--- config.mk ---
export PLATFORM = sky130hd
export DESIGN_NAME = sort_ingress_buffer_flat
export DESIGN_NICKNAME = d
export VERILOG_FILES = /design/src/rtl/sort_ingress_buffer_pkg.sv /design/src/rtl/sort_ingress_buffer_if.sv /design/src/rtl/sort_ingress_ram.sv /design/src/rtl/sort_ingress_buffer.sv /design/src/flat_wrapper.sv
export SDC_FILE = /design/constraint.sdc
export NUM_CORES = 1
export LEC_CHECK = 0
export CORE_MARGIN = 2
export CORE_UTILIZATION = 60
export CTS_CLUSTER_SIZE = 10
export DETAILED_ROUTE_END_ITERATION = 12
export GPL_TIMING_DRIVEN = 0
export HOLD_SLACK_MARGIN = 0.08
export PLACE_DENSITY = 0.85
export SETUP_SLACK_MARGIN = 0.4
export SLEW_MARGIN = 20
export SYNTH_ARGS = -nofsm -noshare
export SYNTH_HDL_FRONTEND = slang
export SYNTH_SLANG_ARGS = --single-unit
export TNS_END_PERCENT = 20
--- constraint.sdc ---
create_clock -name clk_i -period 8 [get_ports clk_i]
set_input_delay 1.6 -clock clk_i [delete_from_list [all_inputs] [get_ports clk_i]]
set_output_delay 1.6 -clock clk_i [all_outputs]
set_load 0.01 [all_outputs]
--- src/rtl/sort_ingress_buffer_pkg.sv ---
// sort_ingress_buffer_pkg
//   Definitions shared by the ingress buffer and the sorter behind it:
//   default word/address widths, maximum packet length, drop counter
//   width and the ingress FSM state encoding.
package sort_ingress_buffer_pkg;

  localparam int DATA_WIDTH_DEF = 8;
  localparam int ADR_WIDTH_DEF  = 3;
  localparam int MAX_LEN        = 1 << ADR_WIDTH_DEF;
  localparam int DROP_CNT_W     = 16;

  typedef enum logic [2:0] {
    ST_IDLE  = 3'd0,
    ST_FILL  = 3'd1,
    ST_DROP  = 3'd2,
    ST_WAIT  = 3'd3,
    ST_DRAIN = 3'd4
  } state_t;

endpackage

--- src/rtl/sort_ingress_buffer_if.sv ---
// sort_ingress_buffer_if
//   Bundles the framed ingress stream (sop/eop/data/val/ready), the sorter
//   busy flag, the framed egress stream and the error/drop status.
//   slave  : seen by sort_ingress_buffer
//   master : seen by the packet source / sorter side (or a bench)
interface sort_ingress_buffer_if
  import sort_ingress_buffer_pkg::*;
#(
  parameter int DATA_WIDTH = DATA_WIDTH_DEF
) ();

  logic                  sop_i;
  logic                  eop_i;
  logic [DATA_WIDTH-1:0] data_i;
  logic                  val_i;
  logic                  ready_o;
  logic                  busy_i;
  logic                  sop_o;
  logic                  eop_o;
  logic [DATA_WIDTH-1:0] data_o;
  logic                  val_o;
  logic                  err_o;
  logic [DROP_CNT_W-1:0] drop_cnt_o;

  modport slave (
    input  sop_i, eop_i, data_i, val_i, busy_i,
    output ready_o, sop_o, eop_o, data_o, val_o, err_o, drop_cnt_o
  );

  modport master (
    output sop_i, eop_i, data_i, val_i, busy_i,
    input  ready_o, sop_o, eop_o, data_o, val_o, err_o, drop_cnt_o
  );

endinterface

--- src/rtl/sort_ingress_ram.sv ---
// sort_ingress_ram
//   Simple dual-port RAM, 2^ADR_WIDTH x DATA_WIDTH, synchronous write and
//   registered read (one cycle read latency). Contents are not reset.
//   clk_i   : clock
//   we_i    : write enable
//   waddr_i : write address
//   wdata_i : write data
//   raddr_i : read address
//   rdata_o : read data, registered
module sort_ingress_ram #(
  parameter int DATA_WIDTH = 8,
  parameter int ADR_WIDTH  = 3
) (
  input  logic                  clk_i,
  input  logic                  we_i,
  input  logic [ADR_WIDTH-1:0]  waddr_i,
  input  logic [DATA_WIDTH-1:0] wdata_i,
  input  logic [ADR_WIDTH-1:0]  raddr_i,
  output logic [DATA_WIDTH-1:0] rdata_o
);

  logic [DATA_WIDTH-1:0] mem_q [1 << ADR_WIDTH];
  logic [DATA_WIDTH-1:0] rdata_q;

  always_ff @(posedge clk_i) begin
    if (we_i) mem_q[waddr_i] <= wdata_i;
  end

  always_ff @(posedge clk_i) begin
    rdata_q <= mem_q[raddr_i];
  end

  assign rdata_o = rdata_q;

endmodule

--- src/rtl/sort_ingress_buffer.sv ---
// sort_ingress_buffer
//   Single-packet store-and-forward stage ahead of the sorter. Captures one
//   sop/eop framed packet, discards malformed or oversize packets, and
//   replays an accepted packet as one contiguous burst once busy_i is low.
//   clk_i    : clock, rising edge
//   srst_n_i : synchronous active-low reset
//   bus_io   : ingress stream, busy_i, egress stream, err_o, drop_cnt_o
module sort_ingress_buffer
  import sort_ingress_buffer_pkg::*;
#(
  parameter int DATA_WIDTH = DATA_WIDTH_DEF,
  parameter int ADR_WIDTH  = ADR_WIDTH_DEF
) (
  input  logic                  clk_i,
  input  logic                  srst_n_i,
  sort_ingress_buffer_if.slave  bus_io
);

  localparam int            CW      = ADR_WIDTH + 1;
  localparam logic [CW-1:0] ONE     = CW'(1);
  localparam logic [CW-1:0] MAX_CNT = ONE << ADR_WIDTH;

  function automatic logic [DROP_CNT_W-1:0] sat_inc(input logic [DROP_CNT_W-1:0] v);
    return (v == '1) ? v : v + DROP_CNT_W'(1);
  endfunction

  state_t                state_q, state_d;
  logic [CW-1:0]         wr_cnt_q, wr_cnt_d;
  logic [CW-1:0]         len_q, len_d;
  logic [CW-1:0]         rd_ptr_q, rd_ptr_d;
  logic [DROP_CNT_W-1:0] drop_q, drop_d;
  logic                  err_q, err_d;
  logic                  ready_q, ready_d;
  logic                  val_q, val_d;
  logic                  sop_q, sop_d;
  logic                  eop_q, eop_d;
  logic                  start;
  logic                  we;
  logic [ADR_WIDTH-1:0]  waddr;
  logic [ADR_WIDTH-1:0]  raddr;
  logic [DATA_WIDTH-1:0] rdata;

  sort_ingress_ram #(
    .DATA_WIDTH (DATA_WIDTH),
    .ADR_WIDTH  (ADR_WIDTH)
  ) u_ram (
    .clk_i   (clk_i),
    .we_i    (we),
    .waddr_i (waddr),
    .wdata_i (bus_io.data_i),
    .raddr_i (raddr),
    .rdata_o (rdata)
  );

  always_comb begin
    state_d  = state_q;
    wr_cnt_d = wr_cnt_q;
    len_d    = len_q;
    rd_ptr_d = rd_ptr_q;
    drop_d   = drop_q;
    err_d    = 1'b0;
    val_d    = 1'b0;
    sop_d    = 1'b0;
    eop_d    = 1'b0;
    start    = 1'b0;
    we       = 1'b0;
    waddr    = wr_cnt_q[ADR_WIDTH-1:0];
    raddr    = rd_ptr_q[ADR_WIDTH-1:0];

    case (state_q)
      ST_IDLE: begin
        if (bus_io.val_i && bus_io.sop_i) start = 1'b1;
      end
      ST_FILL: begin
        if (bus_io.val_i) begin
          if (bus_io.sop_i) begin
            // New sop abandons the partial packet and restarts capture.
            start  = 1'b1;
            err_d  = 1'b1;
            drop_d = sat_inc(drop_q);
          end else if (wr_cnt_q == MAX_CNT) begin
            // Buffer already full and no eop yet: packet is oversize.
            err_d   = 1'b1;
            drop_d  = sat_inc(drop_q);
            state_d = bus_io.eop_i ? ST_IDLE : ST_DROP;
          end else begin
            we       = 1'b1;
            wr_cnt_d = wr_cnt_q + ONE;
            if (bus_io.eop_i) begin
              len_d   = wr_cnt_q + ONE;
              state_d = ST_WAIT;
            end
          end
        end
      end
      ST_DROP: begin
        if (bus_io.val_i) begin
          if (bus_io.sop_i)      start   = 1'b1;
          else if (bus_io.eop_i) state_d = ST_IDLE;
        end
      end
      ST_WAIT: begin
        if (bus_io.val_i) drop_d = sat_inc(drop_q);
        if (!bus_io.busy_i) begin
          raddr    = '0;
          val_d    = 1'b1;
          sop_d    = 1'b1;
          eop_d    = (len_q == ONE);
          rd_ptr_d = ONE;
          state_d  = ST_DRAIN;
        end
      end
      ST_DRAIN: begin
        if (bus_io.val_i) drop_d = sat_inc(drop_q);
        if (rd_ptr_q < len_q) begin
          val_d    = 1'b1;
          eop_d    = (rd_ptr_q == len_q - ONE);
          rd_ptr_d = rd_ptr_q + ONE;
        end
        // Leave once the last word is on the output.
        if (eop_q) state_d = ST_IDLE;
      end
      default: state_d = ST_IDLE;
    endcase

    if (start) begin
      we       = 1'b1;
      waddr    = '0;
      wr_cnt_d = ONE;
      if (bus_io.eop_i) begin
        len_d   = ONE;
        state_d = ST_WAIT;
      end else begin
        state_d = ST_FILL;
      end
    end

    ready_d = (state_d == ST_IDLE) || (state_d == ST_FILL) || (state_d == ST_DROP);
  end

  always_ff @(posedge clk_i) begin
    if (!srst_n_i) begin
      state_q  <= ST_IDLE;
      wr_cnt_q <= '0;
      len_q    <= '0;
      rd_ptr_q <= '0;
      drop_q   <= '0;
      err_q    <= 1'b0;
      ready_q  <= 1'b1;
      val_q    <= 1'b0;
      sop_q    <= 1'b0;
      eop_q    <= 1'b0;
    end else begin
      state_q  <= state_d;
      wr_cnt_q <= wr_cnt_d;
      len_q    <= len_d;
      rd_ptr_q <= rd_ptr_d;
      drop_q   <= drop_d;
      err_q    <= err_d;
      ready_q  <= ready_d;
      val_q    <= val_d;
      sop_q    <= sop_d;
      eop_q    <= eop_d;
    end
  end

  // --- output stage: RAM read register aligned with val/sop/eop ---
  // The RAM read register is the data output flop; masking with val keeps
  // data_o at zero outside bursts and through reset.
  assign bus_io.data_o     = val_q ? rdata : '0;
  assign bus_io.val_o      = val_q;
  assign bus_io.sop_o      = sop_q;
  assign bus_io.eop_o      = eop_q;
  assign bus_io.err_o      = err_q;
  assign bus_io.drop_cnt_o = drop_q;
  assign bus_io.ready_o    = ready_q & srst_n_i;

endmodule

--- src/flat_wrapper.sv ---
// flat-port wrapper written by rule: the top's interface ports become plain ports
module sort_ingress_buffer_flat import sort_ingress_buffer_pkg::*;
#(
  parameter int DATA_WIDTH = DATA_WIDTH_DEF,
  parameter int ADR_WIDTH  = ADR_WIDTH_DEF
)
  (clk_i, srst_n_i, bus_io_sop_i, bus_io_eop_i, bus_io_data_i, bus_io_val_i, bus_io_busy_i, bus_io_ready_o, bus_io_sop_o, bus_io_eop_o, bus_io_data_o, bus_io_val_o, bus_io_err_o, bus_io_drop_cnt_o);
  sort_ingress_buffer_if #(.DATA_WIDTH(DATA_WIDTH)) bus_io_i ();
  input  logic clk_i;
  input  logic srst_n_i;
  input wire logic [$bits(bus_io_i.sop_i)-1:0] bus_io_sop_i;
  input wire logic [$bits(bus_io_i.eop_i)-1:0] bus_io_eop_i;
  input wire logic [$bits(bus_io_i.data_i)-1:0] bus_io_data_i;
  input wire logic [$bits(bus_io_i.val_i)-1:0] bus_io_val_i;
  input wire logic [$bits(bus_io_i.busy_i)-1:0] bus_io_busy_i;
  output wire logic [$bits(bus_io_i.ready_o)-1:0] bus_io_ready_o;
  output wire logic [$bits(bus_io_i.sop_o)-1:0] bus_io_sop_o;
  output wire logic [$bits(bus_io_i.eop_o)-1:0] bus_io_eop_o;
  output wire logic [$bits(bus_io_i.data_o)-1:0] bus_io_data_o;
  output wire logic [$bits(bus_io_i.val_o)-1:0] bus_io_val_o;
  output wire logic [$bits(bus_io_i.err_o)-1:0] bus_io_err_o;
  output wire logic [$bits(bus_io_i.drop_cnt_o)-1:0] bus_io_drop_cnt_o;
  assign bus_io_i.sop_i = bus_io_sop_i;
  assign bus_io_i.eop_i = bus_io_eop_i;
  assign bus_io_i.data_i = bus_io_data_i;
  assign bus_io_i.val_i = bus_io_val_i;
  assign bus_io_i.busy_i = bus_io_busy_i;
  assign bus_io_ready_o = bus_io_i.ready_o;
  assign bus_io_sop_o = bus_io_i.sop_o;
  assign bus_io_eop_o = bus_io_i.eop_o;
  assign bus_io_data_o = bus_io_i.data_o;
  assign bus_io_val_o = bus_io_i.val_o;
  assign bus_io_err_o = bus_io_i.err_o;
  assign bus_io_drop_cnt_o = bus_io_i.drop_cnt_o;
  sort_ingress_buffer #(.DATA_WIDTH(DATA_WIDTH), .ADR_WIDTH(ADR_WIDTH)) u_core (.clk_i(clk_i), .srst_n_i(srst_n_i), .bus_io(bus_io_i));
endmodule
* Word-level counts from Yosys, hierarchy flattened *
Memory sizes are Yosys's and may differ from the RTL's. A register that Yosys moved wholly into a read port is not among the register bits.
Cells that the tools add are included.

storage, ports and cells
  memories = 1
  register bits = 36
  RAM bits = 64

operators by class
  reductions and logical operators = 18
  add/subtract/negate cells = 4
  equality and inequality tests = 17
  mux-type cells = 57
  bitwise gates (word level) = 4
  $lt $le $gt $ge = 1

memory list
  name                depth  width  read ports  clocked after memory_dff  wr ports  line                    RTL
  u_core.u_ram.mem_q  8      8      1           1                         1         sort_ingress_ram.sv:22  logic [DATA_WIDTH-1:0] mem_q [1 << ADR_WIDTH];

operator list
  kind                   count
  $mux 16                5
  $mux 3                 13
  $mux 4                 9
  $pmux 16 s2            1
  $mux 1                 21
  $add 16x1->16 const B  1
  $eq 16x16->1 const B   1
  $pmux 3 s5             1
  $reduce_and 4->1       3
  $eq 3x2->1 const B     3
  $add 4x1->4 const B    2
  $mux 8                 1
  $ne 2x1->1 const B     4
  $pmux 4 s2             1
  $reduce_bool 2->1      4
  $eq 3x1->1 const B     2
  $logic_not 3->1        2
  $pmux 1 s2             3
  $reduce_and 3->1       2
  $reduce_or 2->1        3
  $eq 4x1->1 const B     1
  $eq 4x4->1             1
  $eq 4x4->1 const B     1
  $lt 4x4->1             1
  10 further kinds       15

* Logic depth before layout (Yosys ltp) *
Gate-level depths: netlist of the first run.

  depth after elaboration = 9
  depth in mapped cells = 9
  gate-level depth less buffers = 7

* Cells and area by module *
A second synthesis of the first run with hierarchy kept.

unflattened totals
  cell total of the unflattened synthesis = 352
  area total of the unflattened synthesis = 4,715.8 um^2

modules (own cells, without submodules)
  module               instances  cells an instance  area an instance (um^2)
  sort_ingress_ram     1          114                2,691.3
  sort_ingress_buffer  1          238                2,024.4

* Least setup slack after synthesis of the first run *
OpenSTA, ideal clock, no wires.

  path kind = in2out
  from = input port srst_n_i
  to = output port bus_io_ready_o
  stages on the path = 3
  required time = 6.400 ns
  setup slack = 4.092 ns
  arrival = 2.308 ns
  path buffers = 2
  cells stage by stage = clkbuf_1 -> clkbuf_1 -> and2_1

on the way
  word-level cells in the longest chain between the ends = 1

ends and longest elaborated chain
  item         line                        RTL
  from (decl)  flat_wrapper.sv:10          input logic srst_n_i;
  $and 1x1->1  sort_ingress_buffer.sv:176  assign bus_io.ready_o = ready_q & srst_n_i;
  to (decl)    flat_wrapper.sv:16          output wire logic [$bits(bus_io_i.ready_o)-1:0] bus_io_ready_o;

Every way passes these cells.

* Worst setup path in the final report of the first run *
Same ends and word-level chain as after synthesis.

==> reports/results.ini, run 1 <==
[run_status]
outcome = complete, no violations

[die]
num_io_pins = 43
initial_core_util_pct = 61.3
rows = 32
die_w_um = 92.4
die_h_um = 92.4
dieArea_sq_um = 8540
core_area_sq_um = 7650

[clocking]
clkTransAtPathRegs_ps = 100
post_cts_buffers = 0
cts_tree = done
cts.sinks = 108
cts-root-buf = clkbuf_8
ctsLongestPathBuffers = 2
numCtsBuffers = 9
worstSkewPairLatency_ps = 370
cts.repair.resized = 0
holdBufCountCts = 0
htreeDepth = 3

[final_layout]
final-seq-area_sq_um = 2800
area_delta_synth_final_pct = 16.1
finalNetCount = 463
most-common-layout-cells = edfxtp_1, nand2_1, dfxtp_1
drive_gt1_share_pct = 10.1
final_common_cell = edfxtp_1
multi_input_area_sq_um = 1800
antenna_cells = 0
fillCellCount = 525

[worst_setup_path]
crit_required_ps = 6400
cp.arrival_ps = 3160
path_cells = clkbuf_1 -> clkbuf_1 -> and2_1 -> clkdlybuf4s50_1
criticalPathCategory = input port to output port
path_depth = 4
critPathMaxStageDelay_ps = 530
setup.worst_path.start = srst_n_i
cpMostUsedCell = clkbuf_1
path_delay_family = buffers and inverters
endpoint_kind = output port
start_kind = input port
slowest_stage = clkdlybuf4s50_1
rr_worst_depth = 7
path_buf_inv = 3
r2r_start = u_core.wr_cnt_q[0]$_SDFFE_PN0P_
crit_fanout = 10

[global_routing]
grt_pass1_wl_um = 16300
grt_pass1_vias = 3305
antenna_found_initial = 0
grtUsageTotal_pct = 24.8
grt_remaining_overflow = 0
grt_max_degree = 18

[route]
route.met2.wl_um = 4650
wl_met1_um = 4390
drtIter0Drc = 225
routed.top_layer = met4
first_pass_iters = 5
drc = 0
routed_via_density = 6.03
wl_per_cell_um = 17.8
ant_nets = 0
vias = 3290
wl_met3_um = 447
finalWirelength_um = 9700

[logic_synthesis]
yosysTopAreaCell = edfxtp_1
avgSynthCellArea_sq_um = 12.1
synth_ff_type = edfxtp_1
syn_nets = 411
synthArstFlopShare_pct = 0
ys_seq_area_share_pct = 59.7
netlist_top_cells_area = edfxtp_1, dfxtp_1, mux4_2, nand2_1, ha_1
ys_types = 54
synth_top_area_share_pct = 41.0
ys_ff_latch = 108
ys_warn_count = 0
synth-edff-count = 64
syn_area_sq_um = 4690
netlist_instances = 387

[power_and_ir_drop]
p_leak_uw = 0.00176
peakVddDrop_uv = 84.4
power.density_nw_per_um2 = 179
power.total_uw = 973

[placement]
dp_hpwl_um = 6750
io_buffers = 40
place_congestion = 0.867

[sta]
rsz0062_at_grt = no
tightest_slew_ps = 1080
setup_viol = 0
max-slew-margin-rel_pct = 27.7
min_period_over_period_pct = 59.5
finalHoldViolations = 0
setup_tns_ps = 0
period_needed_ps = 4760
finalClockSkew_ps = 12.0
fmax_ghz = 0.210
slew_viol_final = 0

[hold_path]
holdPathStages = 2
min_from = u_core.bus_io.drop_cnt_o[13]$_SDFFE_PN0P_
holdCritPathClass = flip-flop to flip-flop

[run]
maxCapViolations = 0

==> power by group <==
| part | leakage (uW) | internal, uW | switching [uW] |
|---|---|---|---|
| clock network | 0.0000915 | 147 | 181 |
| logic | 0.000730 | 19.0 | 28.7 |
| registers | 0.000937 | 595 | 3.45 |
| total | 0.00176 | 761 | 213 |
==> Yosys cell counts (3+ instances only) <==
library cell,n
xnor2_1,9
clkbuf_1,6
buf_2,5
nor4_1,4
or4_1,8
dfxtp_1,44
ha_1,10
and2_1,13
o32ai_1,3
nor3_1,13
nand4_1,7
o41ai_1,3
nor3b_1,3
o211ai_1,6
xor2_1,4
mux2i_1,9
a221oi_1,8
inv_1,8
nand2_1,44
nor2_1,28
nand3_1,10
a21oi_1,16
mux4_2,8
or3_1,3
nand2b_1,7
o21ai_0,7
a211oi_1,4
edfxtp_1,64
==> flip-flops by register name (all words and copies together) (netlist names) <==
| register | flops |
|---|---|
| u_core.bus_io.drop_cnt_o | 16 |
| u_core.bus_io.eop_o | 1 |
| u_core.bus_io.err_o | 1 |
| u_core.bus_io.sop_o | 1 |
| u_core.bus_io.val_o | 1 |
| u_core.len_q | 4 |
| u_core.rd_ptr_q | 4 |
| u_core.ready_q | 1 |
| u_core.state_q | 3 |
| u_core.u_ram.mem_q | 64 |
| u_core.u_ram.rdata_o | 8 |
| u_core.wr_cnt_q | 4 |
==> routing by layer <==
metal  vias up  GRT usage (%)
li1       1567              -
met1      1592           35.3
met2       106           39.0
met3        25           3.82
met4         0           8.71
met5         -              0
==> final cells by class <==
cell class	instances	area share [%]
sequential	108	51.5
multi-input combinational	254	33.0
timing repair buffer	41	7.45
clock buffer	11	2.41
tap	102	2.34
buffer	16	1.56
clock inverter	5	1.13
inverter	9	0.621
==> per-stage QoR <==
| step | utilization [%] | hold WS, ps | worst slack (ps) | cells | area [sq um] |
|---|---|---|---|---|---|
| 6_report | 71.2 | 505 | 3240 | 546 | 5440 |
| 5_1_grt | 71.2 | 535 | 3120 | 546 | 5440 |
| 4_1_cts | 71.2 | 509 | 3220 | 546 | 5440 |
| 3_5_place_dp | 68.7 | 491 | 3260 | 530 | 5250 |
| 3_3_place_gp | 68.2 | 479 | 3240 | 529 | 5220 |
| 2_1_floorplan | - | 492 | 4090 | 387 | 4690 |
==> cells by family (layout without fill, tap and decap cells) <==
family          count (synthesis)  in the layout  synth area share [%]
xor+xnor                       13             13                  2.43
buf+inv                        25             82                  2.53
flops                         108            108                  59.7
mux                            17             17                  5.76
simple gates                  155            155                  17.8
fa+ha+maj                      10             10                  2.67
compound gates                 59             59                  9.10
==> worst paths after layout <==
check	to	slack, ps
worst max-delay path	bus_io_ready_o	3240
worst min-delay path	u_core.bus_io.drop_cnt_o[13]$_SDFFE_PN0P_	500
worst max register to register	u_core.u_ram.mem_q[5][1]$_DFFE_PP_	4970
worst min register to register	u_core.bus_io.drop_cnt_o[13]$_SDFFE_PN0P_	500
==> worst min-delay path: stages, from the launching register on <==
cell	delay (ps)
dfxtp_1	340
nand2_1	60
mux2i_1	60
No activity file was read; power rests on OpenSTA's default activity.
==> inputs of run 2 (changes only) <==
--- a/config.mk
+++ b/config.mk
@@ -6,12 +6,12 @@
 export NUM_CORES = 1
 export LEC_CHECK = 0
 export CORE_MARGIN = 2
-export CORE_UTILIZATION = 60
+export CORE_UTILIZATION = 51
 export CTS_CLUSTER_SIZE = 10
 export DETAILED_ROUTE_END_ITERATION = 12
 export GPL_TIMING_DRIVEN = 0
 export HOLD_SLACK_MARGIN = 0.08
-export PLACE_DENSITY = 0.85
+export PLACE_DENSITY = 0.77
 export SETUP_SLACK_MARGIN = 0.4
 export SLEW_MARGIN = 20
 export SYNTH_ARGS = -nofsm -noshare
==> constraint.sdc (replaced) <==
create_clock -name clk_i -period 4.2 [get_ports clk_i]
set_input_delay 0.84 -clock clk_i [delete_from_list [all_inputs] [get_ports clk_i]]
set_output_delay 0.84 -clock clk_i [all_outputs]
set_load 0.01 [all_outputs]
==> run 2 against run 1 <==
  * Critical path depth stayed put
  * Register-to-register slack worse by 3800 ps
  * First-iteration DRC count is 6.2% lower
  * Final area is 0.62% higher
==> reports/results.ini, run 2 (synthesized netlist as in run 1, its figures left out) <==
[run_status]
outcome = complete, no violations

[power_and_ir_drop]
peakVddDrop_uv = 161  ; +91%
p_leak_uw = 0.00177  ; +0.88%
power.density_nw_per_um2 = 348  ; +95%

[clocking]
cts-root-buf = clkbuf_8
ctsLongestPathBuffers = 2  ; unchanged
holdBufCountCts = 0  ; unchanged
clkTransAtPathRegs_ps = 110  ; about the same
cts_tree = done
post_cts_buffers = 0  ; unchanged
cts.repair.resized = 0  ; unchanged
cts.sinks = 108  ; unchanged
worstSkewPairLatency_ps = 380  ; about the same
htreeDepth = 3  ; unchanged
numCtsBuffers = 9  ; unchanged

[route]
ant_nets = 0  ; unchanged
first_pass_iters = 7  ; +2
vias = 3303  ; +0.40%
finalWirelength_um = 9920  ; +2.3%
drtIter0Drc = 211  ; -6.2%
wl_per_cell_um = 18.0  ; +1.2%
routed_via_density = 5.98  ; -0.70%
drc = 0  ; unchanged

[sta]
fmax_ghz = 0.309
setup_viol = 0  ; unchanged
finalClockSkew_ps = 14.2  ; +2.20 ps
tightest_slew_ps = 927  ; -150 ps
finalHoldViolations = 0  ; unchanged
slew_viol_final = 0  ; unchanged
period_needed_ps = 3240
rsz0062_at_grt = no
max-slew-margin-rel_pct = 37.7  ; +10 points
min_period_over_period_pct = 77.1
setup_tns_ps = 0  ; unchanged

[worst_setup_path]
cpMostUsedCell = clkbuf_1
crit_fanout = 10  ; unchanged
critPathMaxStageDelay_ps = 530  ; about the same
path_cells = clkbuf_1 -> clkbuf_1 -> and2_1 -> clkdlybuf4s50_1
cp.arrival_ps = 2400  ; -760 ps
crit_required_ps = 3360  ; -3040 ps
criticalPathCategory = input port to output port
start_kind = input port
endpoint_kind = output port
slowest_stage = clkdlybuf4s50_1

[final_layout]
fin_area_sq_um = 5480  ; +0.62%
largest_register = u_core.u_ram.mem_q
multi_input_area_sq_um = 1800  ; +0.28%
area_delta_synth_final_pct = 16.8
fillCellCount = 669  ; +27%
most-common-layout-cells = edfxtp_1, nand2_1, dfxtp_1
final_common_cell = edfxtp_1
final-seq-area_sq_um = 2800  ; unchanged
largest_reg_flops = 64  ; unchanged
drive_gt1_share_pct = 10.6  ; +0.45 points
antenna_cells = 0  ; unchanged
finalNetCount = 463  ; unchanged
post-route-util_pct = 62.2  ; -9.0 points

[placement]
place_congestion = 0.842  ; -2.9%
post_dp_cell_area_sq_um = 5260  ; +0.19%
io_buffers = 40  ; unchanged
dp_hpwl_um = 6910  ; +2.4%

[global_routing]
grtUsageTotal_pct = 21.7  ; -3.0 points
antenna_found_initial = 0  ; unchanged
grt_remaining_overflow = 0  ; unchanged
grt_max_degree = 21  ; +3
grt_pass1_wl_um = 16700  ; +2.3%
grt_pass1_vias = 3269  ; -1.1%

[die]
num_io_pins = 43  ; unchanged
initial_core_util_pct = 53.3  ; -8.1 points
core_area_sq_um = 8810  ; +15%
rows = 34  ; +6.3%
die_h_um = 99.9  ; +8.1%
die_w_um = 99.9  ; +8.1%
dieArea_sq_um = 9980  ; +17%

[run]
maxCapViolations = 0  ; unchanged

[hold_path]
holdCritPathClass = flip-flop to flip-flop

[run 2: cell count changes in the layout (fill, tap and decap cells not counted), sizes merged]
| cell | before | now |
|---|---|---|
| clkbuf | 17 | 16 |
| clkinv | 2 | 3 |
| clkinvlp | 2 | 0 |
| inv | 9 | 11 |
[run 2: path summary, 6_finish.rpt]
| path | from | endpoint | slack (ps) | cells after the start |
|---|---|---|---|---|
| hold reg to reg | u_core.bus_io.drop_cnt_o[13]$_SDFFE_PN0P_ | u_core.bus_io.drop_cnt_o[13]$_SDFFE_PN0P_ | 520 | 2 |
| hold / removal | u_core.bus_io.drop_cnt_o[13]$_SDFFE_PN0P_ | u_core.bus_io.drop_cnt_o[13]$_SDFFE_PN0P_ | 520 | 2 |
| setup / recovery | srst_n_i | bus_io_ready_o | 960 | 4 |
| setup reg to reg | u_core.wr_cnt_q[0]$_SDFFE_PN0P_ | u_core.u_ram.mem_q[5][6]$_DFFE_PP_ | 1130 | 7 |
[run 2: layout make-up]
cell class / instances / share of cell area [%]
Sequential cell: 108 / 51.2
Multi-Input combinational cell: 254 / 32.9
Timing Repair Buffer: 41 / 7.45
Tap cell: 108 / 2.47
Clock buffer: 10 / 2.33
Buffer: 16 / 1.55
Clock inverter: 6 / 1.53
Inverter: 9 / 0.617
[run 2: where the power goes]
group          switching, uW  internal, uW
Combinational           55.1          36.5
Sequential              6.47          1130
Clock                    385           291
Total                    447          1460
[run 2: critical path: cells and delay by family]
| kind | cells | cell delay (ps) |
|---|---|---|
| and+or+nand+nor | 1 | 210 |
| buffers and inverters | 3 | 1340 |
[run 2: layer usage]
layer | up-vias | part of all wire [%] | global-route usage [%]
met1 | 1620 | 46 | 30.9
met2 | 103 | 47 | 34.0
li1 | 1568 | - | -
met4 | 0 | 1.5 | 8.43
met5 | - | 0 | 0
met3 | 12 | 4.7 | 3.20
[run 2: metrics by stage]
step / power (uW) / worst slack (ps) / hold WS [ps] / std cells
finish: 1910 / 964 / 520 / 552
global route: 1970 / 846 / 548 / 552
floorplan: 1210 / 1460 / 492 / 387
global placement: 1250 / 362 / 478 / 535
detailed placement: 1250 / 815 / 495 / 536
CTS: 1910 / 951 / 518 / 552
